===== src/rtl/lcd_sequencer.sv =====
// ============================================================================
// Module   : lcd_sequencer
// Purpose  : HD44780 power-on init sequencer and request issuer for the LCD
//            write stage; enforces controller execution delays between writes.
// Revision : 1.0
// ============================================================================
`default_nettype none

module lcd_sequencer #(
    parameter int T_POWERUP = 750000,
    parameter int T_CMD     = 2000,
    parameter int T_LONG    = 82000
) (
    input  logic        clk,
    input  logic        rst_n,
    input  logic        req_valid,
    input  logic        req_rs,
    input  logic [7:0]  req_byte,
    output logic        req_ready,
    output logic        init_done,
    output logic        lcd_en,
    output logic [31:0] lcd_instruction,
    output logic [31:0] lcd_data
);

    localparam int c_MAX_A = (T_POWERUP > T_LONG) ? T_POWERUP : T_LONG;
    localparam int c_MAX   = (c_MAX_A > T_CMD) ? c_MAX_A : T_CMD;
    localparam int CW      = $clog2(c_MAX + 1);

    localparam logic [CW-1:0] c_PU_LAST  = CW'(T_POWERUP - 1);
    localparam logic [CW-1:0] c_CMD_M1   = CW'(T_CMD - 1);
    localparam logic [CW-1:0] c_LONG_M1  = CW'(T_LONG - 1);
    localparam logic [2:0]    c_INIT_LEN = 3'd6;

    localparam logic [2:0] S_POWERUP    = 3'd0;
    localparam logic [2:0] S_INIT_ISSUE = 3'd1;
    localparam logic [2:0] S_INIT_WAIT  = 3'd2;
    localparam logic [2:0] S_IDLE       = 3'd3;
    localparam logic [2:0] S_ISSUE      = 3'd4;
    localparam logic [2:0] S_WAIT       = 3'd5;

    logic [2:0]    r_state;
    logic [2:0]    w_next;
    logic [CW-1:0] r_cnt;
    logic [2:0]    r_idx;
    logic          r_rs;
    logic [7:0]    r_byte;
    logic          r_init_done;
    logic          w_cnt_zero;
    logic          w_is_long;
    logic [CW-1:0] w_delay_m1;

    function automatic logic [7:0] init_rom(input logic [2:0] idx);
        case (idx)
            3'd0, 3'd1, 3'd2: init_rom = 8'h38;
            3'd3:             init_rom = 8'h0C;
            3'd4:             init_rom = 8'h01;
            3'd5:             init_rom = 8'h06;
            default:          init_rom = 8'h00;
        endcase
    endfunction

    assign w_cnt_zero = (r_cnt == '0);
    // Clear (0x01) and home (0x02/0x03) need the long execution time.
    assign w_is_long  = !r_rs && (r_byte[7:2] == 6'd0) && (r_byte[1:0] != 2'd0);
    assign w_delay_m1 = w_is_long ? c_LONG_M1 : c_CMD_M1;

    always_ff @(posedge clk or negedge rst_n) begin
        if (!rst_n) begin
            r_state <= S_POWERUP;
        end else begin
            r_state <= w_next;
        end
    end

    always_comb begin
        w_next = r_state;
        case (r_state)
            S_POWERUP:    if (r_cnt == c_PU_LAST) w_next = S_INIT_ISSUE;
            S_INIT_ISSUE: w_next = S_INIT_WAIT;
            S_INIT_WAIT:  if (w_cnt_zero) w_next = (r_idx == c_INIT_LEN) ? S_IDLE : S_INIT_ISSUE;
            S_IDLE:       if (req_valid) w_next = S_ISSUE;
            S_ISSUE:      w_next = S_WAIT;
            S_WAIT:       if (w_cnt_zero) w_next = S_IDLE;
            default:      w_next = S_POWERUP;
        endcase
    end

    always_comb begin
        lcd_en    = (r_state == S_INIT_ISSUE) || (r_state == S_ISSUE);
        req_ready = (r_state == S_IDLE);
    end

    // The output byte/rs registers load on the edge entering an issue state,
    // so they only ever change in the cycle lcd_en rises.
    always_ff @(posedge clk or negedge rst_n) begin
        if (!rst_n) begin
            r_cnt       <= '0;
            r_idx       <= 3'd0;
            r_rs        <= 1'b0;
            r_byte      <= 8'h00;
            r_init_done <= 1'b0;
        end else begin
            case (r_state)
                S_POWERUP: begin
                    if (w_next == S_INIT_ISSUE) begin
                        r_rs   <= 1'b0;
                        r_byte <= init_rom(r_idx);
                    end else begin
                        r_cnt <= r_cnt + 1'b1;
                    end
                end
                S_INIT_ISSUE: begin
                    r_cnt <= w_delay_m1;
                    r_idx <= r_idx + 3'd1;
                end
                S_INIT_WAIT: begin
                    if (!w_cnt_zero) begin
                        r_cnt <= r_cnt - 1'b1;
                    end else if (w_next == S_INIT_ISSUE) begin
                        r_rs   <= 1'b0;
                        r_byte <= init_rom(r_idx);
                    end else begin
                        r_init_done <= 1'b1;
                    end
                end
                S_IDLE: begin
                    if (req_valid) begin
                        r_rs   <= req_rs;
                        r_byte <= req_byte;
                    end
                end
                S_ISSUE: begin
                    r_cnt <= w_delay_m1;
                end
                S_WAIT: begin
                    if (!w_cnt_zero) r_cnt <= r_cnt - 1'b1;
                end
                default: ;
            endcase
        end
    end

    assign init_done       = r_init_done;
    assign lcd_instruction = {31'b0, r_rs};
    assign lcd_data        = {24'b0, r_byte};

endmodule

`default_nettype wire


===== config.mk =====
export PLATFORM = sky130hd
export DESIGN_NAME = lcd_sequencer
export DESIGN_NICKNAME = d
export VERILOG_FILES = /design/src/rtl/lcd_sequencer.sv
export SDC_FILE = /design/constraint.sdc
export NUM_CORES = 1
export LEC_CHECK = 0
export ABC_AREA = 1
export BUFFER_PORTS_ARGS = -buffer_cell sky130_fd_sc_hd__buf_2
export CAP_MARGIN = 30
export CORE_MARGIN = 2
export CORE_UTILIZATION = 49
export DETAILED_ROUTE_END_ITERATION = 12
export PLACE_DENSITY = 0.74
export SLEW_MARGIN = 0
export SYNTH_ARGS = -nofsm -noshare
export SYNTH_HDL_FRONTEND = slang
export SYNTH_SLANG_ARGS = --single-unit

===== constraint.sdc =====
create_clock -name clk -period 6.6 [get_ports clk]
set_clock_uncertainty 0.1 [all_clocks]
set_input_delay 0.66 -clock clk [delete_from_list [all_inputs] [get_ports clk]]
set_output_delay 0.66 -clock clk [all_outputs]
set_load 0.01 [all_outputs]

### Word-level counts from Yosys, hierarchy flattened

Cells that the tools add are included.
W data, S select, Z words.

* $add $sub $neg: 3
* equal/unequal tests: 17
* mux-type cells: 19
* bitwise logic cells: 1
* reduce and logical (&&, ||, !) cells: 17

Operators by type and width (count)
* $pmux W20 S3: 1
* $mux W20: 2
* $mux W8: 3
* $pmux W6 S4: 1
* $pmux W8 S3: 1
* $add A20 B1 Y20 const B: 1
* $eq A20 B20 Y1 const B: 1
* $logic_not A20 Y1: 1
* $sub A20 B1 Y20 const B: 1
* $pmux W3 S6: 1
* $mux W17: 1
* $eq A3 B3 Y1 const B: 5
* $eq A3 B2 Y1 const B: 4
* $mux W3: 4
* $eq A3 B1 Y1 const B: 3
* $reduce_and A3 Y1: 3
* $ne A2 B2 Y1 const B: 4
* $logic_not A3 Y1: 2
* $logic_not A6 Y1: 1
* $reduce_bool A3 Y1: 2
* $reduce_or A2 Y1: 2
* $add A3 B1 Y3 const B: 1
* $mux W1: 3
* $pmux W1 S3: 1
* 7 further kinds: 8

* bits in registers: 36
* input bits: 12
* output and inout port bits: 67
* word-level logic and storage cells: 63

### Depth between registers and ports, before layout

Gate-level depths: netlist (run 1).

* depth after elaboration: 8
* gate-level depth with buffers: 17
* mapped depth without buffers: 17

### Least setup slack after synthesis (run 1)

OpenSTA, ideal clock, no wires.

* path kind: reg2reg
* from: register r_state[2]
* to: register r_cnt[9]
* library setup time: 0.128 ns
* arrival: 2.447 ns
* required time: 6.372 ns
* path slack: 3.925 ns
* stages on the path, launching flop included: 12
* path buffers: 0
* period minus slack after synthesis: 2.675 ns
* cells stage by stage: dfrtp_1 > nor3_2 > nor2_2 > inv_1 > ha_1 > a21oi_1 > nand2_1 > a21boi_1 > o21ai_0 > or2_0 > nand2_1 > a21oi_1

* longest elaborated chain between the ends: 5
* elaborated cells on any way between the ends: 19
* those cells by class: 8 x eq/ne; 6 x mux; 5 x reduce/logical

Ends and longest elaborated chain
* start: declaration: line 42 `logic [2:0] r_state;`
* start signal: assignment: line 72 `r_state <= w_next;`
* $eq A3 B3 Y1 (tied with other cells): line 78, 104
* $pmux W3 S6: line 78 `case (r_state)`
* $eq A3 B1 Y1: line 106 `if (w_next == S_INIT_ISSUE) begin`
* $ne A2 B2 Y1 (no source line)
* $reduce_and A3 Y1 (no source line)
* end signal: assignment: line 110 `r_cnt <= r_cnt + 1'b1;`
* end signal: assignment: line 114 `r_cnt <= w_delay_m1;`
* end signal: assignment: line 119 `r_cnt <= r_cnt - 1'b1;`
* end: declaration: line 44 `logic [CW-1:0] r_cnt;`

Several ways; a longest one is shown, not always the timed one.
A chain may end at the register's enable or synchronous reset.

### Worst setup path in the final report (run 1)

Ends and elaborated chain as after synthesis.

==> reports/results.txt, run 1 <==
RSZ-0062 raised after global routing = no
CP endpoint kind = register
startpoint types = register
synthesized instance count = 460
largest family of logic cells by synthesized area = simple AND/OR/NAND/NOR gates
total CTS buffers = 5
worst hold path type = in2async
post-CTS sizing = 0
Leakage Power = 1.91 nW
power per cell area = 122 nW/um^2
Sum Neg Setup Slack = 0 ns
Period minus WS final = 3.17 ns
Fillers = 645
Post-synth EDFFs = 0
HPWL Detailed = 5840 um
# diodes = 0
Hold Fails Final Rpt = 0
yosys warns = 0
PortBufs = 23
Storage cell area = 901 um^2
relative slew slack = 44.1%
average cell area after synthesis = 7.13 um^2
post-synth top area cell = dfrtp_1
Starting DRT DRC Count = 219
Synth Flop Type = dfrtp_1
vias per cell = 5.10
clk root buf = clkbuf_8
Post-synth top cells = nand2_1 (110), buf_4 (56), nor2_1 (51)
Final #Nets = 521
wire length per cell = 13.2 um
fin. max-slew vios = 0
largest net degree at the start of global routing = 37
mapped cell area = 3280 um^2
Vias = 2874
area occupied by multi-input gates = 2000 um^2
vias in the first global route = 2750
Initial Util = 51.1%
FMAX = 0.315 GHz
Clock H-tree levels = 2
Clock Tree Buf Depth = 2
XOR/XNOR Fraction of Synth Area = 3.47%
Synth cell types = 43
wirelength, routed = 7450 um
P&R area growth vs syn = 2.17%
post-synth top area share = 27.4%
post-synthesis adder-cell area fraction = 9.38%
most common cell in the netlist = nand2_1
final setup vio count = 0
Remaining Overflow, GRT = 0
status = complete, but fails checks
post-CTS setup repair buffer count = 0
Core Rows = 29
hold_buf cts = 0
Die Span X = 85.8 um
GP Congestion = 0.897
first-pass GRT wire length = 12600 um
CORE AREA = 6420 um^2
CTS tree = done
Setup CP Type = reg2reg
Worst Path Arrival = 3.24 ns
failing checks = design-rule violations
die area = 7370 um^2
clock sink count = 36
Post-synth ARST share = 100%
Die H = 85.8 um
IO Pins = 79
synth top area cells = dfrtp_1 (27%), buf_4 (13%), nand2_1 (13%), ha_1 (8.8%), nor2_1 (5.8%)
Reg clk slew, reported paths = 0.08 ns
VDD IR max = 106 uV
DR pass1 iterations = 10
#FFs+latches synth = 36
Pwr Total = 410 uW
R2R Setup Slk = 3.43 ns
worst-path fanout max = 19
fin crit share = 48.1%
hold_ws = 0.367 ns
post-synthesis simple-gate area fraction = 30.7%
later-pin clock latency in the skew report = 0.29 ns
proportion of layout cells with a drive suffix above 1 = 10.3%
WP data required = 6.67 ns
Routed Antenna Nets = 0
slew at the pin with the worst max-slew slack = 0.838 ns
number of antenna violations at the first check in global routing = 0
post-synthesis sequential area ratio = 27.4%
Synth Area in Compound Gates = 11.2%
Max-cap violations = 0
DRC viols = 3
mux contribution to synthesized area = 0%
Global Route Usage Sum = 21.4%
metrics by stage:
| step | utilization, % | std cells | instance area [um^2] | setup WS, ns |
|---|---|---|---|---|
| global placement | 50.8 | 555 | 3260 | 3.57 |
| global route | 52.2 | 563 | 3350 | 3.14 |
| CTS | 52.2 | 563 | 3350 | 3.49 |
| floorplan | - | 514 | 3480 | 3.93 |
| detailed placement | 50.8 | 555 | 3260 | 3.50 |
| finish | 52.2 | 563 | 3350 | 3.43 |
area by class of cell:
cell class              instances  share of cell area, %
flip-flops and latches         36                   26.9
multi-input cells             380                   59.7
inverters                      39                   4.44
well taps                      77                   2.87
clock buffers                   8                   2.69
repair buffers                 23                   3.43
path summary, 6_finish.rpt:
kind                                              end  cells past startpoint             startpoint
worst max-delay path             r_cnt[9]$_DFFE_PN0P_                     11   r_state[2]$_DFF_PN0_
worst min-delay path             r_state[0]$_DFF_PN0_                      1                  rst_n
worst max register to register   r_cnt[9]$_DFFE_PN0P_                     11   r_state[2]$_DFF_PN0_
worst min register to register  init_done$_DFFE_PN0P_                      1  init_done$_DFFE_PN0P_
max in group asynchronous       r_byte[2]$_DFFE_PN0P_                      1                  rst_n
min in group clk                init_done$_DFFE_PN0P_                      1  init_done$_DFFE_PN0P_
cells by family after synthesis:
group,Yosys count
xor+xnor,13
compound gates,61
flops,36
other cells,1
fa+ha+maj,24
buf+inv,98
simple gates,227
per-layer routing:
layer	global-route usage, %	wire length [um]
met5	0	0
met4	6.06	114
met3	3.08	359
met2	36.1	3520
met1	28.8	3460
flip-flops by register name, summed over array words and instances, names as in the netlist:
signal and count:
r_cnt 20, r_state 3, init_done 1, r_rs 1, r_byte 8, r_idx 3
placed cells by master (no fill, tap or decap), types with 2 or more instances in the layout:
cell	netlist	final
a21o_1	2	2
a21oi_1	22	22
a21oi_2	2	2
buf_2	1	23
clkbuf_1	1	2
clkbuf_8	0	6
conb_1	1	55
dfrtp_1	36	36
ha_1	23	23
inv_1	34	34
inv_2	4	4
nand2_1	110	110
nand2_2	2	2
nand3_1	37	37
nand3_2	3	3
nand4_1	9	9
nor2_1	51	51
nor2_2	4	4
nor3_1	3	3
nor4_1	2	2
o21ai_0	11	11
o21ai_1	8	8
o21bai_1	4	4
o22ai_1	4	4
xnor2_1	10	10
xor2_1	3	3
power breakdown:
part | switching [mW] | internal, mW
Clock | 0.0828 | 0.0853
Combinational | 0.0195 | 0.00226
Sequential | 0 | 0.220
Total | 0.102 | 0.308
critical path: stages, from the launching register on:
cell and delay [ns]:
dfrtp_1 0.46, nor3_2 0.32, nor2_2 0.10, inv_1 0.53, ha_1 0.44, a21oi_1 0.21
nand2_1 0.14, a21boi_1 0.23, o21ai_0 0.17, or2_0 0.22, nand2_1 0.07, a21oi_1 0.06
(Power assumes the default switching activity.)
==> run 2: changes to the inputs <==
--- a/config.mk
+++ b/config.mk
@@ -11,7 +11,7 @@
 export CORE_MARGIN = 2
 export CORE_UTILIZATION = 49
 export DETAILED_ROUTE_END_ITERATION = 12
-export PLACE_DENSITY = 0.74
+export PLACE_DENSITY = 0.77
 export SLEW_MARGIN = 0
 export SYNTH_ARGS = -nofsm -noshare
 export SYNTH_HDL_FRONTEND = slang
==> constraint.sdc (replaced) <==
create_clock -name clk -period 2.7 [get_ports clk]
set_clock_uncertainty 0.1 [all_clocks]
set_input_delay 0.27 -clock clk [delete_from_list [all_inputs] [get_ports clk]]
set_output_delay 0.27 -clock clk [all_outputs]
set_load 0.01 [all_outputs]
==> run 2 against run 1 <==
The run ends with design-rule violations, negative hold slack left. Utilization up 2.9 points. Sequential cell count unchanged. Final cell count up 1.1%. Global-route usage down 0.30 points. Via count up 3.0%. Die area unchanged. Register-to-register slack worse by 3.3 ns. Critical path type unchanged. Clock-buffer cell count down 3. Final area up 5.6%.
==> reports/results.txt, run 2 (same netlist as run 1, synthesis figures left out) <==
delay-heaviest family, CP = simple AND/OR/NAND/NOR gates (unchanged)
PortBufs = 23 (unchanged)
CORE AREA = 6420 um^2 (unchanged)
fin crit share = 95.5% (was 48.1%)
Routed Antenna Nets = 0 (unchanged)
Final #Nets = 527 (was 521)
DP Cell Count = 560 (was 555)
Leakage Power = 1.94 nW (was 1.91 nW)
sequential share of power = 50.2% (was 53.7%)
proportion of layout cells with a drive suffix above 1 = 17.1% (was 10.3%)
Largest register FFs = 20 (unchanged)
Clock H-tree levels = 2 (unchanged)
Remaining Overflow, GRT = 0 (unchanged)
CP max-delay cell = dfrtp_1 (was inv_1)
Starting DRT DRC Count = 212 (was 219)
startpoint types = register (unchanged)
wirelength, routed = 7650 um (was 7450 um)
failing checks = design-rule violations, negative hold slack (was design-rule violations)
Storage cell area = 901 um^2 (unchanged)
met1 global-route usage = 26.6% (was 28.8%)
first-pass GRT wire length = 12500 um (was 12600 um)
RSZ-0062 raised after global routing = yes (was no)
fin. max-slew vios = 0 (unchanged)
area occupied by multi-input gates = 2120 um^2 (was 2000 um^2)
critical-path cell list = inv_2 > nand2_2 > nor2_4 > nor2_2 > inv_2 > buf_6 > ha_2 > a21oi_2 > o21ai_0 > inv_1 > nor2_1 > nor2_1 > nand3_1 > xnor2_1 > o21ai_1 (was nor3_2 > nor2_2 > inv_1 > ha_1 > a21oi_1 > nand2_1 > a21boi_1 > o21ai_0 > or2_0 > nand2_1 > a21oi_1)
HPWL Detailed = 5910 um (was 5840 um)
sw frac = 23.9% (was 24.9%)
final setup vio count = 0 (unchanged)
Max-cap violations = 0 (unchanged)
hold_ws = -0.0265 ns (was 0.367 ns)
total CTS buffers = 5 (unchanged)
vias in the first global route = 2876 (was 2750)
Fillers = 617 (was 645)
GP Congestion = 0.980 (was 0.897)
Layout Utilization = 55.1% (was 52.2%)
vias per cell = 5.20 (was 5.10)
hold_buf cts = 0 (unchanged)
Period minus WS final = 2.58 ns (was 3.17 ns)
worst hold path type = in2async (unchanged)
power per cell area = 303 nW/um^2 (was 122 nW/um^2)
worst path bufs/invs = 4 (was 1)
IO Pins = 79 (unchanged)
Most Used Layer, Global Route = met2 (unchanged)
Gate power share = 4.9% (was 5.3%)
DR pass1 iterations = 11 (was 10)
Die H = 85.8 um (unchanged)
CTS tree = done (unchanged)
clock sink count = 36 (unchanged)
Die Span X = 85.8 um (unchanged)
Reg clk slew, reported paths = 0.08 ns (about the same)
number of antenna violations at the first check in global routing = 0 (unchanged)
later-pin clock latency in the skew report = 0.29 ns (about the same)
Hold Fails Final Rpt = 36 (was 0)
count of non-filler cells in the finished layout = 569 (was 563)
Largest Register = r_cnt (unchanged)
P&R area growth vs syn = 7.89% (was 2.17%)
most frequent cells in the layout = nand2_1 (106), conb_1 (55), nor2_1 (48) (was nand2_1 (110), conb_1 (55), nor2_1 (51))
GR Layer Usage met2 = 36.9% (was 36.1%)
status = complete, but fails checks (unchanged)
sw power = 256 uW (was 102 uW)
slew at the pin with the worst max-slew slack = 0.834 ns (was 0.838 ns)
CP endpoint kind = register (unchanged)
Core Rows = 29 (unchanged)
Clock power frac = 44.9% (was 41.0%)
Worst Path Arrival = 2.65 ns (was 3.24 ns)
worst-path fanout max = 10 (was 19)
largest net degree at the start of global routing = 37 (unchanged)
DRC viols = 4 (was 3)
top flop regs = r_cnt: 20 flops, r_byte: 8 flops (unchanged)
Global Route Usage Sum = 21.1% (was 21.4%)
die area = 7370 um^2 (unchanged)
R2R Setup Slk = 0.12 ns (was 3.43 ns)
VDD IR max = 206 uV (was 106 uV)
CP max stage delay = 0.42 ns (was 0.53 ns)
Initial Util = 51.1% (unchanged)
FMAX = 0.388 GHz (was 0.315 GHz)
Vias = 2961 (was 2874)
# diodes = 0 (unchanged)
relative slew slack = 44.4% (was 44.1%)
Clock Tree Buf Depth = 2 (unchanged)
Int Power = 818 uW (was 308 uW)
clk root buf = clkbuf_8 (unchanged)
Setup CP Type = reg2reg (unchanged)
wire length per cell = 13.4 um (was 13.2 um)
most common cell after layout, fill and taps aside = nand2_1 (unchanged)
WP data required = 2.77 ns (was 6.67 ns)
met3 usage = 4.43% (was 3.08%)
-- run 2: power by group through the flow --
stage / clock (mW) / combinational [mW] / sequential (mW)
4_1_cts: 0.492 / 0.0524 / 0.539
3_5_place_dp: 0 / 0.0524 / 0.549
2_1_floorplan: 0 / 0.0923 / 0.550
6_report: 0.482 / 0.0531 / 0.539
5_1_grt: 0.513 / 0.0612 / 0.539
3_3_place_gp: 0 / 0.0520 / 0.549
-- run 2: final timing paths --
check,depth (start not counted),from,to
hold reg to reg,1,init_done$_DFFE_PN0P_,init_done$_DFFE_PN0P_
min in group clk,3,req_byte[6],r_byte[6]$_DFFE_PN0P_
setup reg to reg,15,r_state[1]$_DFF_PN0_,r_cnt[19]$_DFFE_PN0P_
setup / recovery,15,r_state[1]$_DFF_PN0_,r_cnt[19]$_DFFE_PN0P_
max in group asynchronous,1,rst_n,r_cnt[0]$_DFFE_PN0P_
hold / removal,1,rst_n,r_byte[6]$_DFFE_PN0P_
-- run 2: final cells by class --
type,count,area share [%]
multi-input cells,380,59.9
inverters,39,4.20
repair buffers,29,4.63
clock inverters,3,1.20
clock buffers,5,1.94
flip-flops and latches,36,25.4
well taps,77,2.72
-- run 2: through the flow --
step | power, mW | setup slack, ns | instance area, um^2 | TNS (ns)
after global routing | 1.11 | -0.0408 | 3540 | -0.127
final | 1.07 | 0.121 | 3540 | 0
after detailed placement | 0.602 | -0.0236 | 3300 | -0.0400
after floorplan | 0.642 | 0.0254 | 3480 | 0
after global placement | 0.601 | 0.0438 | 3300 | 0
after CTS | 1.08 | 0.00408 | 3410 | 0
-- run 2: what timing repair did --
| item | in CTS | in global routing |
|---|---|---|
| pin swaps | 0 | 1 |
| resized for setup | 1 | 33 |
| setup endpoints to repair | 2 | 12 |
| buffers inserted | 0 | 1 |
-- run 2: metal layers --
metal  wire length, um  vias up  share of wire [%]
met5                 0        -                  0
met4               120        0                1.6
met3               446       11                5.8
met2              3660      105                 48
met1              3420     1375                 45
li1                  -     1470                  -
==> run 3: changes to the inputs <==
--- a/config.mk
+++ b/config.mk
@@ -5,13 +5,15 @@
 export SDC_FILE = /design/constraint.sdc
 export NUM_CORES = 1
 export LEC_CHECK = 0
-export ABC_AREA = 1
 export BUFFER_PORTS_ARGS = -buffer_cell sky130_fd_sc_hd__buf_2
 export CAP_MARGIN = 30
+export CELL_PAD_IN_SITES_DETAIL_PLACEMENT = 2
+export CELL_PAD_IN_SITES_GLOBAL_PLACEMENT = 2
 export CORE_MARGIN = 2
-export CORE_UTILIZATION = 49
+export CORE_UTILIZATION = 28
+export CTS_BUF_LIST = sky130_fd_sc_hd__clkbuf_8 sky130_fd_sc_hd__clkbuf_16
 export DETAILED_ROUTE_END_ITERATION = 12
-export PLACE_DENSITY = 0.77
+export PLACE_DENSITY_LB_ADDON = 0.1
 export SLEW_MARGIN = 0
 export SYNTH_ARGS = -nofsm -noshare
 export SYNTH_HDL_FRONTEND = slang
==> run 3 against run 2 <==
Final area increased by 14%. Utilization shrank 17 points. Total power down 6.9%. Fmax fell by 9.3%. Critical path type unchanged. Critical endpoint is now r_cnt[16]$_DFFE_PN0P_. Hold slack better by 0.0028 ns. The flow finishes with violations (negative hold slack, negative setup slack). Synthesized cell count is 22% lower. Sequential cell count stayed put.
==> reports/results.txt, run 3 <==
startpoint types = register (unchanged)
slew at the pin with the worst max-slew slack = 0.860 ns (was 0.834 ns)
Leakage Power = 1.94 nW (about the same)
most common cell after layout, fill and taps aside = buf_4 (was nand2_1)
area post-placement = 3600 um^2 (was 3300 um^2)
fin crit share = 105% (was 95.5%)
Clock Tree Buf Depth = 2 (unchanged)
area occupied by multi-input gates = 2130 um^2 (was 2120 um^2)
most common cell in the netlist = buf_4 (was nand2_1)
Fillers = 1201 (was 617)
die area = 11700 um^2 (was 7370 um^2)
Max-cap violations = 0 (unchanged)
vias per cell = 4.66 (was 5.20)
Sum Neg Setup Slack = -0.944 ns (was 0 ns)
clk root buf = clkbuf_8 (unchanged)
yosys warns = 0 (unchanged)
synthesized instance count = 359 (was 460)
hold_ws = -0.0237 ns (was -0.0265 ns)
sequential share of power = 53.9% (was 50.2%)
post-synthesis sequential area ratio = 29.7% (was 27.4%)
DR pass1 iterations = 4 (was 11)
P&R area growth vs syn = 32.7% (was 7.89%)
Layout Utilization = 38.6% (was 55.1%)
power per cell area = 248 nW/um^2 (was 303 nW/um^2)
GP Congestion = 0.781 (was 0.980)
Worst Path Arrival = 2.92 ns (was 2.65 ns)
CP endpoint kind = register (unchanged)
average cell area after synthesis = 8.44 um^2 (was 7.13 um^2)
clock sink count = 36 (unchanged)
Vias = 2746 (was 2961)
post-route cell area = 4020 um^2 (was 3540 um^2)
post-synth top area share = 29.7% (was 27.4%)
PortBufs = 23 (unchanged)
IO Pins = 79 (unchanged)
sw frac = 27.5% (was 23.9%)
largest net degree at the start of global routing = 37 (unchanged)
PnR worst setup slack = -0.143 ns (was 0.121 ns)
reg2reg start = r_state[2]$_DFF_PN0_ (was r_state[1]$_DFF_PN0_)
Initial Util = 29.1% (was 51.1%)
Post-synth ARST share = 100% (unchanged)
worst hold path type = in2async (unchanged)
Setup CP Type = reg2reg (unchanged)
Post-synth top cells = buf_4 (56), nand2_1 (38), dfrtp_1 (36) (was nand2_1 (110), buf_4 (56), nor2_1 (51))
CTS tree = done (unchanged)
wirelength, routed = 9630 um (was 7650 um)
CORE AREA = 10400 um^2 (was 6420 um^2)
R2R Setup Slk = -0.14 ns (was 0.12 ns)
worst reg2reg endpoint = r_cnt[16]$_DFFE_PN0P_ (was r_cnt[19]$_DFFE_PN0P_)
number of antenna violations at the first check in global routing = 0 (unchanged)
Routed Antenna Nets = 0 (unchanged)
post-synth top area cell = dfrtp_1 (unchanged)
#FFs+latches synth = 36 (unchanged)
Hold Fails Final Rpt = 36 (unchanged)
Die H = 108 um (was 85.8 um)
top flop regs = r_cnt: 20 flops, r_byte: 8 flops (unchanged)
total CTS buffers = 5 (unchanged)
pre-CTS setup slack = -0.266 ns (was -0.0236 ns)
relative slew slack = 42.7% (was 44.4%)
later-pin clock latency in the skew report = 0.29 ns (about the same)
failing checks = negative hold slack, negative setup slack (was design-rule violations, negative hold slack)
Storage cell area = 905 um^2 (was 901 um^2)
wire length per cell = 16.4 um (was 13.4 um)
HPWL Detailed = 7200 um (was 5910 um)
Gate power share = 5.5% (was 4.9%)
FMAX = 0.352 GHz (was 0.388 GHz)
status = complete, but fails checks (unchanged)
Remaining Overflow, GRT = 0 (unchanged)
Largest Register = r_cnt (unchanged)
Synth Flop Type = dfrtp_1 (unchanged)
Global Route Usage Sum = 16.8% (was 21.1%)
RSZ-0062 raised after global routing = yes (unchanged)
Synth cell types = 54 (was 43)
reg2reg path depth = 12 (was 15)
# diodes = 0 (unchanged)
Final #Nets = 488 (was 527)
fin. max-slew vios = 0 (unchanged)
final setup vio count = 13 (was 0)
sw power = 274 uW (was 256 uW)
Reg clk slew, reported paths = 0.08 ns (about the same)
VDD IR max = 145 uV (was 206 uV)
proportion of layout cells with a drive suffix above 1 = 34.2% (was 17.1%)
first-pass GRT wire length = 15100 um (was 12500 um)
worst-path fanout max = 7 (was 10)
vias in the first global route = 2881 (was 2876)
DRC viols = 0 (was 4)
most frequent cells in the layout = buf_4 (66), conb_1 (55), nand2_1 (34) (was nand2_1 (106), conb_1 (55), nor2_1 (48))
Clock H-tree levels = 2 (unchanged)
Largest register FFs = 20 (unchanged)
Post-synth EDFFs = 0 (unchanged)
WP data required = 2.78 ns (was 2.77 ns)
Die Span X = 108 um (was 85.8 um)
synth top area cells = dfrtp_1 (30%), buf_4 (14%), ha_1 (9.5%), nand2_1 (4.7%), o21ai_0 (4.1%) (was dfrtp_1 (27%), buf_4 (13%), nand2_1 (13%), ha_1 (8.8%), nor2_1 (5.8%))
Core Rows = 37 (was 29)
Int Power = 725 uW (was 818 uW)
Starting DRT DRC Count = 48 (was 212)
mapped cell area = 3030 um^2 (was 3280 um^2)
Period minus WS final = 2.84 ns (was 2.58 ns)
Clock power frac = 40.6% (was 44.9%)
run 3: cell types whose count changed after synthesis, moves of 5 or more:
cell	change
inv_1	-18
nand2_1	-72
nand3_1	-32
nand4_1	-5
nor2_1	-25
nor3_1	+5
o21ai_0	+14
o21ai_1	-8
o31ai_1	+5
or2_2	+5
xor2_1	+5
run 3: layer usage:
metal  global-route usage, %  up-vias  share of wire [%]
li1                        -     1325                  -
met3                    2.35        4                3.3
met4                    2.75        0               0.56
met1                    21.0     1364                 44
met2                    31.0       53                 52
met5                       0        -                  0
run 3: critical path, stage by stage (launching register included):
cell      delay [ns]
dfrtp_2         0.45
nor2b_4         0.15
nand2_4         0.12
nand2_8         0.10
fa_2            0.36
a211oi_2        0.25
o21ai_1         0.12
and3_4          0.19
o211ai_1        0.25
a21oi_2         0.12
or3_1           0.34
a21oi_2         0.12
o21ai_1         0.06
run 3: power by group through the flow:
stage	Combinational, mW	Clock [mW]	Sequential (mW)
final	0.0549	0.406	0.539
after detailed placement	0.0538	0	0.549
after CTS	0.0541	0.425	0.539
after floorplan	0.0929	0	0.550
after global placement	0.0536	0	0.549
after global routing	0.0630	0.442	0.539
run 3: timing repair:
item	in CTS	in global routing
gates cloned	1	0
setup buffers	9	11
pin swaps	10	28
hold endpoints to repair	0	0
setup endpoints to repair	20	24
hold buffers	0	0
resized for setup	14	32
run 3: how the worst max path moves through the flow:
stage,start,to,slack (ns),cells after the start
2_1_floorplan,r_state[2]$_DFF_PN0_,r_cnt[16]$_DFFE_PN0P_,-0.05,13
3_5_place_dp,r_state[2]$_DFF_PN0_,r_cnt[11]$_DFFE_PN0P_,-0.27,12
4_1_cts,r_state[2]$_DFF_PN0_,r_cnt[19]$_DFFE_PN0P_,-0.16,12
6_report,r_state[2]$_DFF_PN0_,r_cnt[16]$_DFFE_PN0P_,-0.14,12
5_1_grt,r_state[2]$_DFF_PN0_,r_cnt[16]$_DFFE_PN0P_,-0.31,12
3_3_place_gp,r_cnt[0]$_DFFE_PN0P_,r_byte[2]$_DFFE_PN0P_,-0.22,8
run 3: cell families (layout without fill, tap and decap cells):
| logic type | Yosys count | in the layout | synth area share [%] |
|---|---|---|---|
| buf+inv | 80 | 119 | 17.2 |
| compound gates | 86 | 86 | 17.9 |
| fa+ha+maj | 24 | 24 | 10.2 |
| xor+xnor | 17 | 17 | 4.91 |
| simple gates | 108 | 109 | 17.2 |
| other cells | 1 | 55 | 0.124 |
| mux | 7 | 7 | 2.81 |
| flops | 36 | 36 | 29.7 |
run 3: stage by stage:
step                      power, mW  hold slack [ns]  cells
after floorplan               0.642           -0.126    413
after global placement        0.603            0.335    561
after detailed placement      0.603            0.334    561
after CTS                      1.02           0.0140    579
after global routing           1.04           0.0370    589
final                         0.999          -0.0237    589
run 3: area by class of cell:
type,count,share of cell area (%)
multi-input cells,298,53.0
flip-flops and latches,36,22.5
repair buffers,94,16.6
well taps,136,4.23
clock buffers,5,1.71
inverters,17,1.59
clock inverters,3,0.466
